## config.mk

```make
export PLATFORM = sky130hd
export DESIGN_NAME = dpa_train_ctrl
export DESIGN_NICKNAME = d
export VERILOG_FILES = /design/src/rtl/dpa_train_ctrl.sv
export SDC_FILE = /design/constraint.sdc
export NUM_CORES = 1
export LEC_CHECK = 0
export CAP_MARGIN = 0
export CORE_MARGIN = 3
export CORE_UTILIZATION = 53
export CTS_CLUSTER_SIZE = 28
export DETAILED_ROUTE_END_ITERATION = 10
export PLACE_DENSITY = 0.77
export SKIP_LAST_GASP = 1
export SYNTH_ARGS = -nofsm -noshare
export SYNTH_HDL_FRONTEND = slang
export SYNTH_SLANG_ARGS = --single-unit
export TNS_END_PERCENT = 20
```

## constraint.sdc

```tcl
create_clock -name clk -period 2.6 [get_ports clk]
set_clock_uncertainty 0.1 [all_clocks]
set_input_delay 0.78 -clock clk [delete_from_list [all_inputs] [get_ports clk]]
set_output_delay 0.78 -clock clk [all_outputs]
set_load 0.02 [all_outputs]
```

## src/rtl/dpa_train_ctrl.sv

```systemverilog
// Receive-side DPA training sequencer: sweeps the input-delay tap, qualifies each
// tap against the 10-cycle training period, centres on the widest passing window
// and reports the word-alignment offset of the recovered stream.
module dpa_train_ctrl #(
   parameter logic [19:0] PATTERN       = 20'b0000_0000_0011_1111_1111,
   parameter int unsigned TAP_W         = 5,
   parameter int unsigned NUM_TAPS      = 32,
   parameter int unsigned SETTLE_CYCLES = 16,
   parameter int unsigned CHECK_CYCLES  = 64,
   parameter int unsigned MIN_EYE       = 3
) (
   input  logic             clk,
   input  logic             rst,
   input  logic             start,
   output logic             pat_en,
   input  logic [1:0]       rx_data,
   output logic [TAP_W-1:0] tap_value,
   output logic             tap_load,
   output logic             busy,
   output logic             done,
   output logic             locked,
   output logic             fail,
   output logic [TAP_W-1:0] eye_start,
   output logic [TAP_W:0]   eye_width,
   output logic [3:0]       phase_ofs
);

   localparam int unsigned CNT_MAX = (SETTLE_CYCLES > CHECK_CYCLES) ? SETTLE_CYCLES : CHECK_CYCLES;
   localparam int unsigned CNT_W   = $clog2(CNT_MAX + 1);

   localparam logic [CNT_W-1:0] SETTLE_LAST = CNT_W'(SETTLE_CYCLES - 1);
   localparam logic [CNT_W-1:0] CHECK_LAST  = CNT_W'(CHECK_CYCLES - 1);
   localparam logic [TAP_W-1:0] TAP_LAST    = TAP_W'(NUM_TAPS - 1);
   localparam logic [TAP_W:0]   MIN_LEN     = (TAP_W+1)'(MIN_EYE);

   typedef enum logic [3:0] {
      StIdle, StLoad, StSettle, StCheck, StEval, StCenter, StAlignWait, StAlign, StFinish
   } state_t;

   state_t           state_q;
   logic [19:0]      hist_q;
   logic [CNT_W-1:0] cnt_q;
   logic [CNT_W-1:0] cnt_inc;
   logic [TAP_W-1:0] tap_q;
   logic             err_q;
   logic             trans_q;
   logic [TAP_W:0]   cur_len_q;
   logic [TAP_W-1:0] cur_start_q;
   logic [TAP_W:0]   best_len_q;
   logic [TAP_W-1:0] best_start_q;

   logic             tap_pass;
   logic [TAP_W:0]   run_len;
   logic [TAP_W-1:0] run_start;
   logic [TAP_W-1:0] center_tap;
   logic [19:0]      rot;
   logic             align_hit;
   logic [3:0]       align_k;

   // Shift history of received pairs; oldest pair sits in [19:18], ten cycles back.
   always_ff @(posedge clk) begin
      if (rst) begin
         hist_q <= '0;
      end else begin
         hist_q <= {hist_q[17:0], rx_data};
      end
   end

   // Tap qualification, window tracking and centre/alignment helpers.
   always_comb begin
      cnt_inc    = (cnt_q == '1) ? cnt_q : cnt_q + CNT_W'(1);
      tap_pass   = ~err_q & trans_q;
      run_len    = cur_len_q + (TAP_W+1)'(1);
      run_start  = (cur_len_q == '0) ? tap_q : cur_start_q;
      center_tap = best_start_q + TAP_W'(best_len_q >> 1);
      rot        = '0;
      align_hit  = 1'b0;
      align_k    = '0;
      // Descending scan so the smallest matching rotation wins.
      for (int k = 9; k >= 0; k--) begin
         rot = (PATTERN << (2 * k)) | (PATTERN >> (20 - 2 * k));
         if (hist_q == rot) begin
            align_hit = 1'b1;
            align_k   = 4'(k);
         end
      end
   end

   // Training state machine with registered status outputs.
   always_ff @(posedge clk) begin
      if (rst) begin
         state_q      <= StIdle;
         cnt_q        <= '0;
         tap_q        <= '0;
         err_q        <= 1'b0;
         trans_q      <= 1'b0;
         cur_len_q    <= '0;
         cur_start_q  <= '0;
         best_len_q   <= '0;
         best_start_q <= '0;
         pat_en       <= 1'b0;
         busy         <= 1'b0;
         tap_value    <= '0;
         tap_load     <= 1'b0;
         done         <= 1'b0;
         locked       <= 1'b0;
         fail         <= 1'b0;
         eye_start    <= '0;
         eye_width    <= '0;
         phase_ofs    <= '0;
      end else begin
         tap_load <= 1'b0;
         unique case (state_q)
            StIdle: begin
               if (start) begin
                  done         <= 1'b0;
                  locked       <= 1'b0;
                  fail         <= 1'b0;
                  eye_start    <= '0;
                  eye_width    <= '0;
                  phase_ofs    <= '0;
                  tap_q        <= '0;
                  cnt_q        <= '0;
                  cur_len_q    <= '0;
                  cur_start_q  <= '0;
                  best_len_q   <= '0;
                  best_start_q <= '0;
                  busy         <= 1'b1;
                  pat_en       <= 1'b1;
                  state_q      <= StLoad;
               end
            end
            StLoad: begin
               tap_value <= tap_q;
               tap_load  <= 1'b1;
               cnt_q     <= '0;
               state_q   <= StSettle;
            end
            StSettle: begin
               if (cnt_q == SETTLE_LAST) begin
                  cnt_q   <= '0;
                  err_q   <= 1'b0;
                  trans_q <= 1'b0;
                  state_q <= StCheck;
               end else begin
                  cnt_q <= cnt_inc;
               end
            end
            StCheck: begin
               if (rx_data != hist_q[19:18]) err_q <= 1'b1;
               if (rx_data != hist_q[1:0]) trans_q <= 1'b1;
               if (cnt_q == CHECK_LAST) begin
                  cnt_q   <= '0;
                  state_q <= StEval;
               end else begin
                  cnt_q <= cnt_inc;
               end
            end
            StEval: begin
               if (tap_pass) begin
                  cur_len_q   <= run_len;
                  cur_start_q <= run_start;
                  // Strictly greater: the first of equal-width windows is kept.
                  if (run_len > best_len_q) begin
                     best_len_q   <= run_len;
                     best_start_q <= run_start;
                  end
               end else begin
                  cur_len_q <= '0;
               end
               if (tap_q == TAP_LAST) begin
                  state_q <= StCenter;
               end else begin
                  tap_q   <= tap_q + TAP_W'(1);
                  state_q <= StLoad;
               end
            end
            StCenter: begin
               eye_start <= best_start_q;
               eye_width <= best_len_q;
               tap_load  <= 1'b1;
               cnt_q     <= '0;
               if (best_len_q < MIN_LEN) begin
                  tap_value <= '0;
                  fail      <= 1'b1;
                  state_q   <= StFinish;
               end else begin
                  tap_value <= center_tap;
                  state_q   <= StAlignWait;
               end
            end
            StAlignWait: begin
               if (cnt_q == SETTLE_LAST) begin
                  cnt_q   <= '0;
                  state_q <= StAlign;
               end else begin
                  cnt_q <= cnt_inc;
               end
            end
            StAlign: begin
               if (align_hit) begin
                  phase_ofs <= align_k;
                  locked    <= 1'b1;
               end else begin
                  phase_ofs <= '0;
                  fail      <= 1'b1;
               end
               state_q <= StFinish;
            end
            StFinish: begin
               done    <= 1'b1;
               busy    <= 1'b0;
               pat_en  <= 1'b0;
               state_q <= StIdle;
            end
            default: state_q <= StIdle;
         endcase
      end
   end

endmodule

```

Word level (Yosys, flattened, before mapping)
Cells that the tools add are included.
{ "totals": {"register_bits": 85, "latch_bits": 0, "ramBits": 0, "romBits": 0, "input_bits": 5, "output_inout_bits": 26, "elab_cells": 157, "mem_count": 0} }
{ "op_classes": {"n_addsub": 4, "multipliers": 0, "n_div": 0, "n_lt_le_gt_ge": 2, "n_eq_ne": 36, "shifts": 0, "muxes": 69, "bitwise_logic": 2, "n_reduce_logical": 25} }
{ "op_table": {"columns": ["operator", "count"], "rows": [
  ["== test 20 bit (second input constant)", 5],
  ["2-to-1 mux 4 bit", 17],
  ["case mux 5 bit (2 select lines)", 5],
  ["case mux 6 bit (2 select lines)", 3],
  ["2-to-1 mux 5 bit", 7],
  ["case mux 4 bit (8 select lines)", 1],
  ["2-to-1 mux 7 bit", 4],
  ["case mux 7 bit (4 select lines)", 1],
  ["2-to-1 mux 6 bit", 4],
  ["inequality test 2 bit (second input constant)", 12],
  ["== test 20 x 10 -> 1 bit (second input constant)", 1],
  ["== test 20 x 12 -> 1 bit (second input constant)", 1],
  ["== test 20 x 14 -> 1 bit (second input constant)", 1],
  ["== test 20 x 16 -> 1 bit (second input constant)", 1],
  ["== test 20 x 18 -> 1 bit (second input constant)", 1],
  ["2-to-1 mux 1 bit", 19],
  ["== test 4 x 3 -> 1 bit (second input constant)", 4],
  ["AND reduction 3 bit", 5],
  ["AND reduction 4 bit", 3],
  ["nonzero test 2 bit", 6],
  ["case mux 1 bit (2 select lines)", 5],
  ["AND reduction 2 bit", 5],
  ["== test 4 x 2 -> 1 bit (second input constant)", 2],
  ["case mux 4 bit (2 select lines)", 1],
  ["other kinds (22)", 24]
]} }

Logic depth before layout (Yosys ltp)
{ "logic_depth": {"ltp_word": 13, "mapped_depth": 11, "ltp_nobuf": 9} }

Worst setup path after synthesis
No wires, ideal clock.
{ "synth_timing": {"kind": "register to register", "start": "register cur_len_q[0]", "end": "register best_len_q[3]", "setup_ps": 72, "arrival_time_ps": 2322, "required_ps": 2428, "slack_ps": 106, "stages_incl_launch_ff": 11, "path_buffers": 1, "synth_period_minus_slack_ps": 2494, "cell_sequence": "dfxtp_1 ha_1 nand3_1 xnor2_1 ha_1 a41oi_1 o21ai_0 o221a_2 buf_6 or3_1 a21oi_1"} }
{ "synth_via": {"elab_chain_len": 4, "elab_cells_between_ends": 7, "classes_between": "add/sub: 1; order compare: 1; eq/ne: 1; mux: 3; reduce/logical: 1"} }
{ "synth_lines": {"columns": ["element", "line_no", "rtl"], "rows": [
  ["start: declaration", "47", "logic [TAP_W:0] cur_len_q;"],
  ["start signal: assignment", "161", "cur_len_q <= run_len;"],
  ["adder 6 x 1 -> 6 bit (*)", "73", "run_len = cur_len_q + (TAP_W+1)'(1);"],
  ["greater-than comparator 6 bit / 2-to-1 mux 6 bit (equally long branches)", "164", "if (run_len > best_len_q) begin"],
  ["inequality test 2 bit (no source line) / 2-to-1 mux 6 bit (equally long branches)", null, null],
  ["AND reduction 4 bit (no source line) / case mux 6 bit (2 select lines) (equally long branches)", null, null],
  ["end signal: assignment", "165", "best_len_q <= run_len;"],
  ["end: declaration", "49", "logic [TAP_W:0] best_len_q;"]
]} }
Mark *: on every way between the ends. The rest lies on a longest branch, timed or not. The select of a mux whose other input is x is not followed.
A chain may end at the register's enable or synchronous reset.

Final worst setup path
{ "layout_timing": {"start": "register cur_len_q[0]", "end": "register best_len_q[0]"} }
The elaborated chain is that of the path after synthesis.

==> results <==
==> worst max-delay path, cell delays in order (launching register included) <==
cell     delay, ns
dfxtp_4       0.38
ha_1          0.17
nand3_1       0.12
xnor2_2       0.17
ha_1          0.36
nand4_1       0.21
a21oi_2       0.20
o221a_2       0.30
mux2_2        0.35
nor2_1        0.08
==> registers in the layout, summed over array words and instances (netlist names), 4 cells and up <==
name,count
eye_start,5
tap_q,5
phase_ofs,4
tap_value,5
cur_start_q,5
state_q,4
cur_len_q,6
cnt_q,7
eye_width,6
hist_q,20
best_start_q,5
best_len_q,6
==> cells by family after synthesis <==
| group | count (synthesis) |
|---|---|
| flops | 85 |
| simple gates | 196 |
| xor+xnor | 17 |
| compound gates | 106 |
| fa+ha+maj | 16 |
| mux | 8 |
| buf+inv | 37 |
==> metal layers <==
metal	part of all wire [%]	up-vias
met1	43	1637
met5	0	-
li1	-	1762
met3	3.7	25
met4	2.8	0
met2	50	98
==> worst max path at each step <==
stage / from / end / slack [ns] / cells after the start
6_report: cur_len_q[0]$_SDFFE_PP0P_ / best_len_q[0]$_SDFFE_PP0P_ / 0.11 / 9
2_1_floorplan: cur_len_q[0]$_SDFFE_PP0P_ / best_len_q[3]$_SDFFE_PP0P_ / 0.11 / 10
5_1_grt: cur_len_q[0]$_SDFFE_PP0P_ / best_start_q[3]$_SDFFE_PP0P_ / -0.04 / 10
3_5_place_dp: cur_len_q[0]$_SDFFE_PP0P_ / best_start_q[4]$_SDFFE_PP0P_ / -0.04 / 10
4_1_cts: cur_len_q[4]$_SDFFE_PP0P_ / best_start_q[4]$_SDFFE_PP0P_ / 0.001 / 10
3_3_place_gp: cur_len_q[0]$_SDFFE_PP0P_ / best_start_q[3]$_SDFFE_PP0P_ / 0.10 / 10
==> power groups by stage <==
stage / Clock, W / Sequential [W] / Combinational (W)
6_report: 0.000971 / 0.00144 / 0.000861
5_1_grt: 0.00104 / 0.00146 / 0.000952
4_1_cts: 0.000989 / 0.00144 / 0.000863
3_5_place_dp: 0 / 0.00148 / 0.000860
3_3_place_gp: 0 / 0.00147 / 0.000850
2_1_floorplan: 0 / 0.00151 / 0.000551
==> cell usage in the layout (no fill, tap or decap), types with 3 or more instances in the layout <==
master	Yosys	layout
clkinv_4	0	3
or3_1	5	5
o21ai_1	5	6
dfxtp_1	85	82
ha_1	15	15
nor2b_1	27	27
nand4_1	7	7
nor4bb_1	9	9
nand3_1	23	23
clkdlybuf4s50_1	0	29
a21o_1	3	3
a211oi_1	6	6
nand3b_1	13	13
mux2i_1	7	7
buf_4	2	28
nand2_1	31	31
nor3_1	6	6
a22oi_1	11	11
a21oi_2	5	6
a31oi_1	4	4
o22ai_1	3	3
a21oi_1	41	40
o21ai_0	10	9
nor2_1	47	47
clkbuf_8	0	10
xnor2_1	10	8
xor2_1	7	7
inv_1	13	13
and3_1	9	9
nand2b_1	3	3
==> per-stage QoR <==
stage	cells	util, %	power [W]	cell area (um2)	worst slack, ns
5_1_grt	615	65.6	0.00344	4830	-0.0416
6_report	615	65.6	0.00328	4830	0.113
2_1_floorplan	465	-	0.00206	4080	0.106
4_1_cts	612	65.0	0.00330	4790	0.00145
3_3_place_gp	596	62.0	0.00232	4570	0.104
3_5_place_dp	596	62.0	0.00233	4570	-0.0392
==> cells in the mapped netlist, types with 7 or more instances <==
cell | number | area (um2)
dfxtp_1 | 85 | 1700
nor2_1 | 47 | 176
a21oi_1 | 41 | 205
nand2_1 | 31 | 116
nor2b_1 | 27 | 169
nand3_1 | 23 | 115
clkbuf_1 | 17 | 63.8
ha_1 | 15 | 188
inv_1 | 13 | 48.8
nand3b_1 | 13 | 97.6
a22oi_1 | 11 | 82.6
o21ai_0 | 10 | 50.1
xnor2_1 | 10 | 87.6
and3_1 | 9 | 56.3
nor4bb_1 | 9 | 90.1
mux2i_1 | 7 | 70.1
nand4_1 | 7 | 43.8
xor2_1 | 7 | 61.3
==> timing repair <==
item,CTS,global route
gates resized for setup,4,6
pin swaps,0,2
setup endpoints to repair,10,11
hold buffers,0,0
gates cloned,0,1
setup buffers,0,2
==> final cells by class <==
| type | count | area, um2 |
|---|---|---|
| inverters | 13 | 48.8 |
| clock buffers | 10 | 138 |
| repair buffers | 58 | 505 |
| clock inverters | 6 | 70.1 |
| well taps | 99 | 124 |
| flip-flops and latches | 85 | 1710 |
| fillers | 623 | 2540 |
| multi-input cells | 344 | 2240 |
==> impl_metrics.yaml <==
route:
  drt_first_pass_iters: 5
  ant_nets: 0
  wl_per_cell_um: 15.1
  drt_iter0_markers: 180
  route.detailed.drc: 0
  viasPerCell: 5.73
  vias: 3522
  totalWireLength_mm: 9.31
worst_hold_path:
  min_path_cells: 2
  hp-start: "locked$_SDFFE_PP0P_"
  hold_end: "locked$_SDFFE_PP0P_"
  hold_class: "reg2reg"
die:
  dieArea_mm2: 0.00878
  initial_core_util_pct: 55.3
  die_y_um: 93.7
  io_pins: 31
  die_w_um: 93.7
  num_rows: 31
  core_mm2: 0.00737
synthesis:
  avgSynthCellArea_um2: 8.77
  synth_top_family_by_area: "simple AND/OR/NAND/NOR gates"
  synth.distinct_cells: 60
  synth_ff_type: "dfxtp_1"
  synth_nets: 486
  synth_edf_count: 0
  netlist_instances: 465
  synthArstFlopShare_pct: 0
  synth_fa_ha_area_share_pct: 5.09
  synthXorXnorAreaFrac_pct: 3.65
  muxShareOfSynthArea_pct: 1.99
  synth_compound_area_share_pct: 16.6
  synth-seq-cells: 85
  synth_area_mm2: 0.00408
  synthSimpleGateAreaFrac_pct: 26.6
  synth_warnings: 0
  synth-seq-area-share_pct: 41.7
power:
  pwr-share-clk_pct: 29.6
  ir_drop_v: 0.000455
  swShare_pct: 32.6
  p_per_area_mw_per_mm2: 678
  seqPwrFrac_pct: 44.1
  p_leak_nw: 1.84
  internal_power_w: 0.00221
  comb_power_share_pct: 26.3
  switching_power_w: 0.00107
finish:
  syn_to_final_growth_pct: 18.5
  diodes: 0
  drive_gt1_share_pct: 12.8
  finalNetCount: 532
placed_design:
  place.port_buffers: 30
  gp_congestion: 0.889
  hpwl_mm: 6.64
global_routing:
  grt_max_degree: 25
  grt_use_met2_pct: 39.1
  grtUsageMet3_pct: 3.77
  grt_overflow: 0
  grt_util_met1_pct: 26.1
  grt_busiest_layer: "met2"
  grt_pass1_vias: 3418
  antenna_found_initial: 0
  grt_usage_pct: 22.0
  grt_first_pass_wirelength_mm: 15.5
timing:
  worst_slew_pin_slew_ns: 0.723
  maxSlewViolCount: 0
  min_period_ns: 2.49
  max_freq_mhz: 402
  final_hold_viol_count: 0
  min_period_over_period_pct: 95.7
  grt_setup_unrepaired: "yes"
  maxSlewHeadroom_pct: 51.1
  tns_ns: 0
  setup_viol: 0
  timing.hold.ws_ns: 0.358
clock_tree:
  cts_buffers: 9
  clock_path_buffers: 2
  clock_latency_ns: 0.36
  htreeDepth: 3
  cts.sinks: 85
  ctsRootBufferMaster: "clkbuf_8"
  clkTransAtPathRegs_ns: 0.09
  cts_tree: "built"
setup_path:
  start_kind: "flop"
  r2r-end: "best_len_q[0]$_SDFFE_PP0P_"
  crit_type: "reg2reg"
  r2r_setup_slack_ns: 0.11
  path_max_fanout: 6
  arrival_ns: 2.68
  worstPathRequired_ns: 2.80
  r2r_start: "cur_len_q[0]$_SDFFE_PP0P_"
  worstRegToRegCells: 9
  end_kind: "flop"
status:
  outcome: "finished clean"
job:
  drv_cap: 0
(Power assumes the default switching activity.)
